File: src/rtl/conv_engine_arbiter_pkg.sv
// conv_engine_arbiter_pkg: FSM state encoding, defaults and clog2 helper shared by the arbiter files.
package conv_engine_arbiter_pkg;
  typedef enum logic [1:0] {ST_IDLE, ST_RUN, ST_RELEASE, ST_RESP} state_e;
  localparam int DEF_NUM_REQ = 4;
  localparam int DEF_TIMEOUT = 4096;
  localparam int DEF_CNT_W = 16;
  function automatic int clog2(input int n);
    int r = 0;
    for (int v = n - 1; v > 0; v = v >> 1) r++;
    return r;
  endfunction
endpackage

File: src/rtl/conv_engine_arbiter_if.sv
// conv_engine_arbiter_if: requester and engine handshake bundle; master = clients/engine, slave = arbiter.
interface conv_engine_arbiter_if import conv_engine_arbiter_pkg::*; #(
  parameter int NUM_REQ = DEF_NUM_REQ,
  parameter int SEL_W = clog2(NUM_REQ)
) ();
  logic [NUM_REQ-1:0] req_valid, req_ready, rsp_valid, rsp_ready;
  logic rsp_err, eng_start, eng_done, eng_rst, busy;
  logic [SEL_W-1:0] eng_sel;
  modport master (
    output req_valid, rsp_ready, eng_done,
    input req_ready, rsp_valid, rsp_err, eng_start, eng_rst, eng_sel, busy
  );
  modport slave (
    input req_valid, rsp_ready, eng_done,
    output req_ready, rsp_valid, rsp_err, eng_start, eng_rst, eng_sel, busy
  );
endinterface

File: src/rtl/conv_engine_arbiter_rr_arbiter.sv
// conv_engine_arbiter_rr_arbiter: combinational round-robin pick of the first request at/after ptr_i.
module conv_engine_arbiter_rr_arbiter #(
  parameter int NUM_REQ = 4,
  parameter int SEL_W = 2
) (
  input  logic [NUM_REQ-1:0] req_i,
  input  logic [SEL_W-1:0]   ptr_i,
  output logic [NUM_REQ-1:0] gnt_o,
  output logic [SEL_W-1:0]   idx_o
);
  localparam logic [NUM_REQ-1:0] ONE = NUM_REQ'(1);
  logic [SEL_W-1:0] j;
  // Scan from the farthest offset down so the closest set bit is written last.
  always_comb begin
    idx_o = '0;
    j = '0;
    for (int k = NUM_REQ - 1; k >= 0; k--) begin
      j = SEL_W'((int'(ptr_i) + k) % NUM_REQ);
      if (req_i[j]) idx_o = j;
    end
  end
  assign gnt_o = |req_i ? ONE << idx_o : '0;
endmodule

File: src/rtl/conv_engine_arbiter.sv
// conv_engine_arbiter: round-robin sharing of one conv2d engine among NUM_REQ clients.
// Define WATCHDOG_EN to add the RUN timeout that resets the engine and answers with rsp_err.
module conv_engine_arbiter import conv_engine_arbiter_pkg::*; #(
  parameter int NUM_REQ = DEF_NUM_REQ,
  parameter int SEL_W = clog2(NUM_REQ),
  parameter int TIMEOUT_CYCLES = DEF_TIMEOUT,
  parameter int CNT_W = DEF_CNT_W
) (
  input logic clk,
  input logic rst,
  conv_engine_arbiter_if.slave bus
);
  localparam logic [NUM_REQ-1:0] ONE = NUM_REQ'(1);
  if ((64'd1 << CNT_W) <= 64'(TIMEOUT_CYCLES)) begin : g_cfg_chk
    $error("CNT_W too narrow for TIMEOUT_CYCLES");
  end
  state_e state_q, state_d;
  logic [SEL_W-1:0] rr_ptr_q, rr_ptr_d, sel_q, sel_d, win_idx;
  logic [NUM_REQ-1:0] win_gnt;
  logic start_q, start_d, erst_q, erst_d, err_q, err_d, grant, expired;
  conv_engine_arbiter_rr_arbiter #(.NUM_REQ(NUM_REQ), .SEL_W(SEL_W)) u_rr (
    .req_i(bus.req_valid),
    .ptr_i(rr_ptr_q),
    .gnt_o(win_gnt),
    .idx_o(win_idx)
  );
  assign grant = state_q == ST_IDLE && |bus.req_valid;
`ifdef WATCHDOG_EN
  logic [CNT_W-1:0] cnt_q;
  always_ff @(posedge clk) begin
    cnt_q <= (rst || grant) ? '0 : (state_q == ST_RUN) ? cnt_q + 1'b1 : cnt_q;
  end
  // A done seen on the expiry cycle takes priority, so the job still completes cleanly.
  assign expired = state_q == ST_RUN && !bus.eng_done && cnt_q == CNT_W'(TIMEOUT_CYCLES - 1);
`else
  assign expired = 1'b0;
`endif
  always_ff @(posedge clk) begin
    if (rst) begin
      state_q <= ST_IDLE;
      rr_ptr_q <= '0;
      sel_q <= '0;
      start_q <= 1'b0;
      erst_q <= 1'b0;
      err_q <= 1'b0;
    end else begin
      state_q <= state_d;
      rr_ptr_q <= rr_ptr_d;
      sel_q <= sel_d;
      start_q <= start_d;
      erst_q <= erst_d;
      err_q <= err_d;
    end
  end
  always_comb begin
    state_d = state_q;
    case (state_q)
      ST_IDLE:    state_d = grant ? ST_RUN : ST_IDLE;
      ST_RUN:     state_d = bus.eng_done ? ST_RELEASE : expired ? ST_RESP : ST_RUN;
      ST_RELEASE: state_d = bus.eng_done ? ST_RELEASE : ST_RESP;
      ST_RESP:    state_d = bus.rsp_ready[sel_q] ? ST_IDLE : ST_RESP;
      default:    state_d = ST_IDLE;
    endcase
  end
  always_comb begin
    sel_d = grant ? win_idx : sel_q;
    rr_ptr_d = grant ? ((win_idx == SEL_W'(NUM_REQ - 1)) ? '0 : win_idx + 1'b1) : rr_ptr_q;
    start_d = state_d == ST_RUN;
    erst_d = expired;
    err_d = grant ? 1'b0 : expired ? 1'b1 : err_q;
    bus.req_ready = (state_q == ST_IDLE) ? win_gnt : '0;
    bus.rsp_valid = (state_q == ST_RESP) ? ONE << sel_q : '0;
    bus.rsp_err = state_q == ST_RESP && err_q;
    bus.eng_start = start_q;
    bus.eng_rst = erst_q;
    bus.eng_sel = sel_q;
    bus.busy = state_q != ST_IDLE;
  end
endmodule

File: src/flat_wrapper.sv
// flat-port wrapper written by rule: the top's interface ports become plain ports
module conv_engine_arbiter_flat import conv_engine_arbiter_pkg::*;
#(
  parameter int NUM_REQ = DEF_NUM_REQ,
  parameter int SEL_W = clog2(NUM_REQ),
  parameter int TIMEOUT_CYCLES = DEF_TIMEOUT,
  parameter int CNT_W = DEF_CNT_W
)
  (clk, rst, bus_req_valid, bus_rsp_ready, bus_eng_done, bus_req_ready, bus_rsp_valid, bus_rsp_err, bus_eng_start, bus_eng_rst, bus_eng_sel, bus_busy);
  conv_engine_arbiter_if #(.NUM_REQ(NUM_REQ), .SEL_W(SEL_W)) bus_i ();
  input logic clk;
  input logic rst;
  input wire logic [$bits(bus_i.req_valid)-1:0] bus_req_valid;
  input wire logic [$bits(bus_i.rsp_ready)-1:0] bus_rsp_ready;
  input wire logic [$bits(bus_i.eng_done)-1:0] bus_eng_done;
  output wire logic [$bits(bus_i.req_ready)-1:0] bus_req_ready;
  output wire logic [$bits(bus_i.rsp_valid)-1:0] bus_rsp_valid;
  output wire logic [$bits(bus_i.rsp_err)-1:0] bus_rsp_err;
  output wire logic [$bits(bus_i.eng_start)-1:0] bus_eng_start;
  output wire logic [$bits(bus_i.eng_rst)-1:0] bus_eng_rst;
  output wire logic [$bits(bus_i.eng_sel)-1:0] bus_eng_sel;
  output wire logic [$bits(bus_i.busy)-1:0] bus_busy;
  assign bus_i.req_valid = bus_req_valid;
  assign bus_i.rsp_ready = bus_rsp_ready;
  assign bus_i.eng_done = bus_eng_done;
  assign bus_req_ready = bus_i.req_ready;
  assign bus_rsp_valid = bus_i.rsp_valid;
  assign bus_rsp_err = bus_i.rsp_err;
  assign bus_eng_start = bus_i.eng_start;
  assign bus_eng_rst = bus_i.eng_rst;
  assign bus_eng_sel = bus_i.eng_sel;
  assign bus_busy = bus_i.busy;
  conv_engine_arbiter #(.NUM_REQ(NUM_REQ), .SEL_W(SEL_W), .TIMEOUT_CYCLES(TIMEOUT_CYCLES), .CNT_W(CNT_W)) u_core (.clk(clk), .rst(rst), .bus(bus_i));
endmodule
File: config.mk
export PLATFORM = sky130hd
export DESIGN_NAME = conv_engine_arbiter_flat
export DESIGN_NICKNAME = d
export VERILOG_FILES = /design/src/rtl/conv_engine_arbiter_pkg.sv /design/src/rtl/conv_engine_arbiter_if.sv /design/src/rtl/conv_engine_arbiter_rr_arbiter.sv /design/src/rtl/conv_engine_arbiter.sv /design/src/flat_wrapper.sv
export SDC_FILE = /design/constraint.sdc
export NUM_CORES = 1
export LEC_CHECK = 0
export CORE_MARGIN = 2
export CORE_UTILIZATION = 43
export DETAILED_ROUTE_END_ITERATION = 10
export GPL_TIMING_DRIVEN = 0
export PLACE_DENSITY = 0.79
export SKIP_LAST_GASP = 1
export SYNTH_ARGS = -nofsm -noshare
export SYNTH_HDL_FRONTEND = slang
export SYNTH_SLANG_ARGS = --single-unit
export TNS_END_PERCENT = 30
File: constraint.sdc
create_clock -name clk -period 5 [get_ports clk]
set_clock_uncertainty 0.2 [all_clocks]
set_input_delay 1.25 -clock clk [delete_from_list [all_inputs] [get_ports clk]]
set_output_delay 1.25 -clock clk [all_outputs]
set_load 0.05 [all_outputs]
==> results.sh, run 1 <==
export IMPL_status="finished, final reports clean"
export IMPL_crit_fanout=4
export IMPL_hp_class="flop to flop"
export IMPL_clock_sinks=7
export IMPL_synth_area_top_cells="dfxtp_1 (24%), ha_1 (8.6%), and2_1 (4.3%)"
export IMPL_antenna_found_initial=0
export IMPL_ys_seq_area_share_pct=24.1
export IMPL_rows=13
export IMPL_maxCapViolCount=0
export IMPL_synth_edf_count=0
export IMPL_clkSlewWorstSetupHoldPaths_ns=0.05
export IMPL_synthFlopType="dfxtp_1"
export IMPL_die_area_um2=1660
export IMPL_vias_per_cell=4.99
export IMPL_ios=25
export IMPL_synth_top_cell_area_share_pct=24.1
export IMPL_r2r_start="u_core.rr_ptr_q[1]"
export IMPL_grt_util_met1_pct=17.8
export IMPL_hold_start="u_core.rr_ptr_q[0]"
export IMPL_post_route_util_pct=66.3
export IMPL_cp_slowest_stage_delay_ns=0.79
export IMPL_worstReg2RegEnd="u_core.rr_ptr_q[1]"
export IMPL_die_x_um=40.8
export IMPL_synthToLayoutAreaGrowth_pct=46.5
export IMPL_grt_max_degree=11
export IMPL_worst_ir_drop_vdd_mv=0.197
export IMPL_grt_pass1_wl_mm=1.79
export IMPL_timing_fmax_ghz=0.200
export IMPL_drc_errors=0
export IMPL_syn_avg_cell_area_um2=8.82
export IMPL_ys_warn_count=0
export IMPL_leakage_nw=0.366
export IMPL_drive_gt1_share_pct=18.3
export IMPL_cts_tree="done"
export IMPL_pre_cts_slack_ns=-0.0168
export IMPL_multiInputGateArea_um2=382
export IMPL_crit_path_end_kind="primary output"
export IMPL_ys_ff_latch=7
export IMPL_routedWlPerCell_um=11.0
export IMPL_grt_overflow=0
export IMPL_final_common_cell="clkdlybuf4s50_1"
export IMPL_setup_violations=0
export IMPL_drt_iter0_drc=10
export IMPL_fin_crit_sh_pct=100
export IMPL_fin_area_um2=852
export IMPL_clkLatencyLatePin_ns=0.26
export IMPL_rsz0062_at_grt="true"
export IMPL_hold_end="u_core.rr_ptr_q[0]"
export IMPL_grt_use_met3_pct=1.63
export IMPL_start_kind="primary input"
export IMPL_dr_pass1_iters=4
export IMPL_arrival_ns=3.55
export IMPL_cts_root_buffer="clkbuf_4"
export IMPL_postCtsHoldBufs=0
export IMPL_antennaDiodeCount=0
export IMPL_crit_type="primary input to primary output"
export IMPL_cp_top_family="buffers and inverters"
export IMPL_synth_cells=66
export IMPL_grt_use_total_pct=16.3
export IMPL_drtAntennaViolNets=0
export IMPL_htree_num_levels=1
export IMPL_final_setup_worst_slack_ns=0.000000222
export IMPL_path_common_cell="clkdlybuf4s50_1"
export IMPL_core_area_um2=1280
export IMPL_synth_distinct_cells=31
export IMPL_vias=539
export IMPL_async_flop_share_pct=0
export IMPL_synthesis_area_um2=582
export IMPL_grt_pass1_vias=472
export IMPL_whs_ns=0.329
export IMPL_finalCriticalPeriod_ns=5.00
export IMPL_grt_use_met2_pct=29.7
export IMPL_portBuffers=22
export IMPL_postCtsSetupBuffers=0
export IMPL_mostFrequentLayoutCells="clkdlybuf4s50_1 (20), dfxtp_1 (7), nor2_1 (5), inv_1 (5), nand2_1 (5)"
export IMPL_top_usage_layer="met2"
export IMPL_cts_max_path_buffers=2
export IMPL_gp_congestion=0.707
export IMPL_fin_cells=108
export IMPL_seqCellArea_um2=140
export IMPL_r2r_slack_ns=3.17
export IMPL_placed_cells=104
export IMPL_hold_depth=2
export IMPL_worstPathCellList="clkdlybuf4s50_1 > nand2b_1 > a21oi_1 > o32ai_2 > ha_1 > and2_1 > clkdlybuf4s50_1"
export IMPL_cp_required_ns=3.55
export IMPL_die_y_um=40.8
export IMPL_crit_path_top_delay_cell="clkdlybuf4s50_1"
export IMPL_fillers=104
export IMPL_wl_mm=1.19
export IMPL_tightest_slew_ns=0.501
export IMPL_dpl_cell_area_um2=825
export IMPL_power_density_nw_per_um2=404
export IMPL_dp_hpwl_um=915
export IMPL_final_nets=109
export IMPL_slew_headroom_pct=66.5
export IMPL_rr_worst_depth=6
export IMPL_worst_path_buf_inv=2
export IMPL_yosys_area_top_type="dfxtp_1"
export IMPL_floorplan_initialDensity_pct=45.3
export IMPL_drv_slew=0
export IMPL_numCtsBuffers=3
export IMPL_finalHoldViolCount=0
## area by class of cell
cell class / count / share of cell area [%]
tap: 15 / 2.20
inverter: 5 / 2.20
clock buffer: 4 / 3.08
timing repair buffer: 22 / 26.0
buffer: 5 / 5.29
sequential: 7 / 16.4
multi-input combinational: 50 / 44.8
## state kept, by name (all words and copies together), names as in the netlist
register              count
u_core.bus.eng_sel        2
u_core.bus.eng_start      1
u_core.rr_ptr_q           2
u_core.state_q            2
## cell usage after synthesis, drive strengths merged, types with 2 or more instances
library cell / number
dfxtp: 7
nor2b: 2
nor3b: 2
nand3: 3
and2: 4
inv: 5
a21oi: 4
nor2: 6
ha: 4
nor3: 4
buf: 5
nand2: 6
## kinds of logic (layout without fill, tap and decap cells)
group	count (synthesis)	after routing	share of synthesized area, %
AND/OR/NAND/NOR	32	32	35.7
AO/OA/AOI/OAI	10	10	14.4
buffers and inverters	10	36	11.0
flip-flops	7	7	24.1
adder cells (fa/ha/maj)	4	4	8.60
multiplexers	2	2	5.59
other	1	2	0.645
## worst min-delay path, cell delays in order, from the launching register on
cell and delay, ns:
dfxtp_1 0.31, o21ai_1 0.12, a21oi_1 0.04
## power breakdown
part | leakage (nW) | total, mW | switching, mW | internal, mW
Clock | 0.0150 | 0.0540 | 0.0234 | 0.0306
Combinational | 0.293 | 0.209 | 0.124 | 0.0850
Sequential | 0.0580 | 0.0813 | 0.0119 | 0.0694
## worst max path at each step
stage / start / to / slack (ns) / cells past startpoint
global placement: bus_req_valid[1] / bus_req_ready[3] / 0.03 / 8
global route: bus_req_valid[1] / bus_req_ready[0] / -0.15 / 7
floorplan: bus_req_valid[2] / bus_req_ready[1] / 1.17 / 5
CTS: bus_req_valid[1] / bus_req_ready[2] / -0.03 / 8
finish: bus_req_valid[1] / bus_req_ready[1] / 0.0000002 / 7
detailed placement: bus_req_valid[1] / bus_req_ready[3] / -0.02 / 8
## per-layer routing
metal | share of wire, % | vias up
li1 | - | 275
met1 | 41 | 234
met2 | 49 | 28
met3 | 8.6 | 2
met4 | 1.1 | 0
met5 | 0 | -
## metrics by stage
step	setup TNS [ns]	power, mW
finish	0	0.344
detailed placement	-0.0190	0.294
CTS	-0.0732	0.348
floorplan	0	0.237
global route	-0.283	0.368
global placement	0	0.291
## repair_timing
action	4_1_cts	5_1_grt
endpoints found under the setup margin	4	3
pin swaps	0	0
gates resized for setup	1	1
(Power assumes the default switching activity.)
==> run 2: changes to the inputs <==
SETUP_SLACK_MARGIN = 0.05   (was not set)
==> results of run 2 <==
The final DEF is identical to that of run 1; final timing and power are the same.
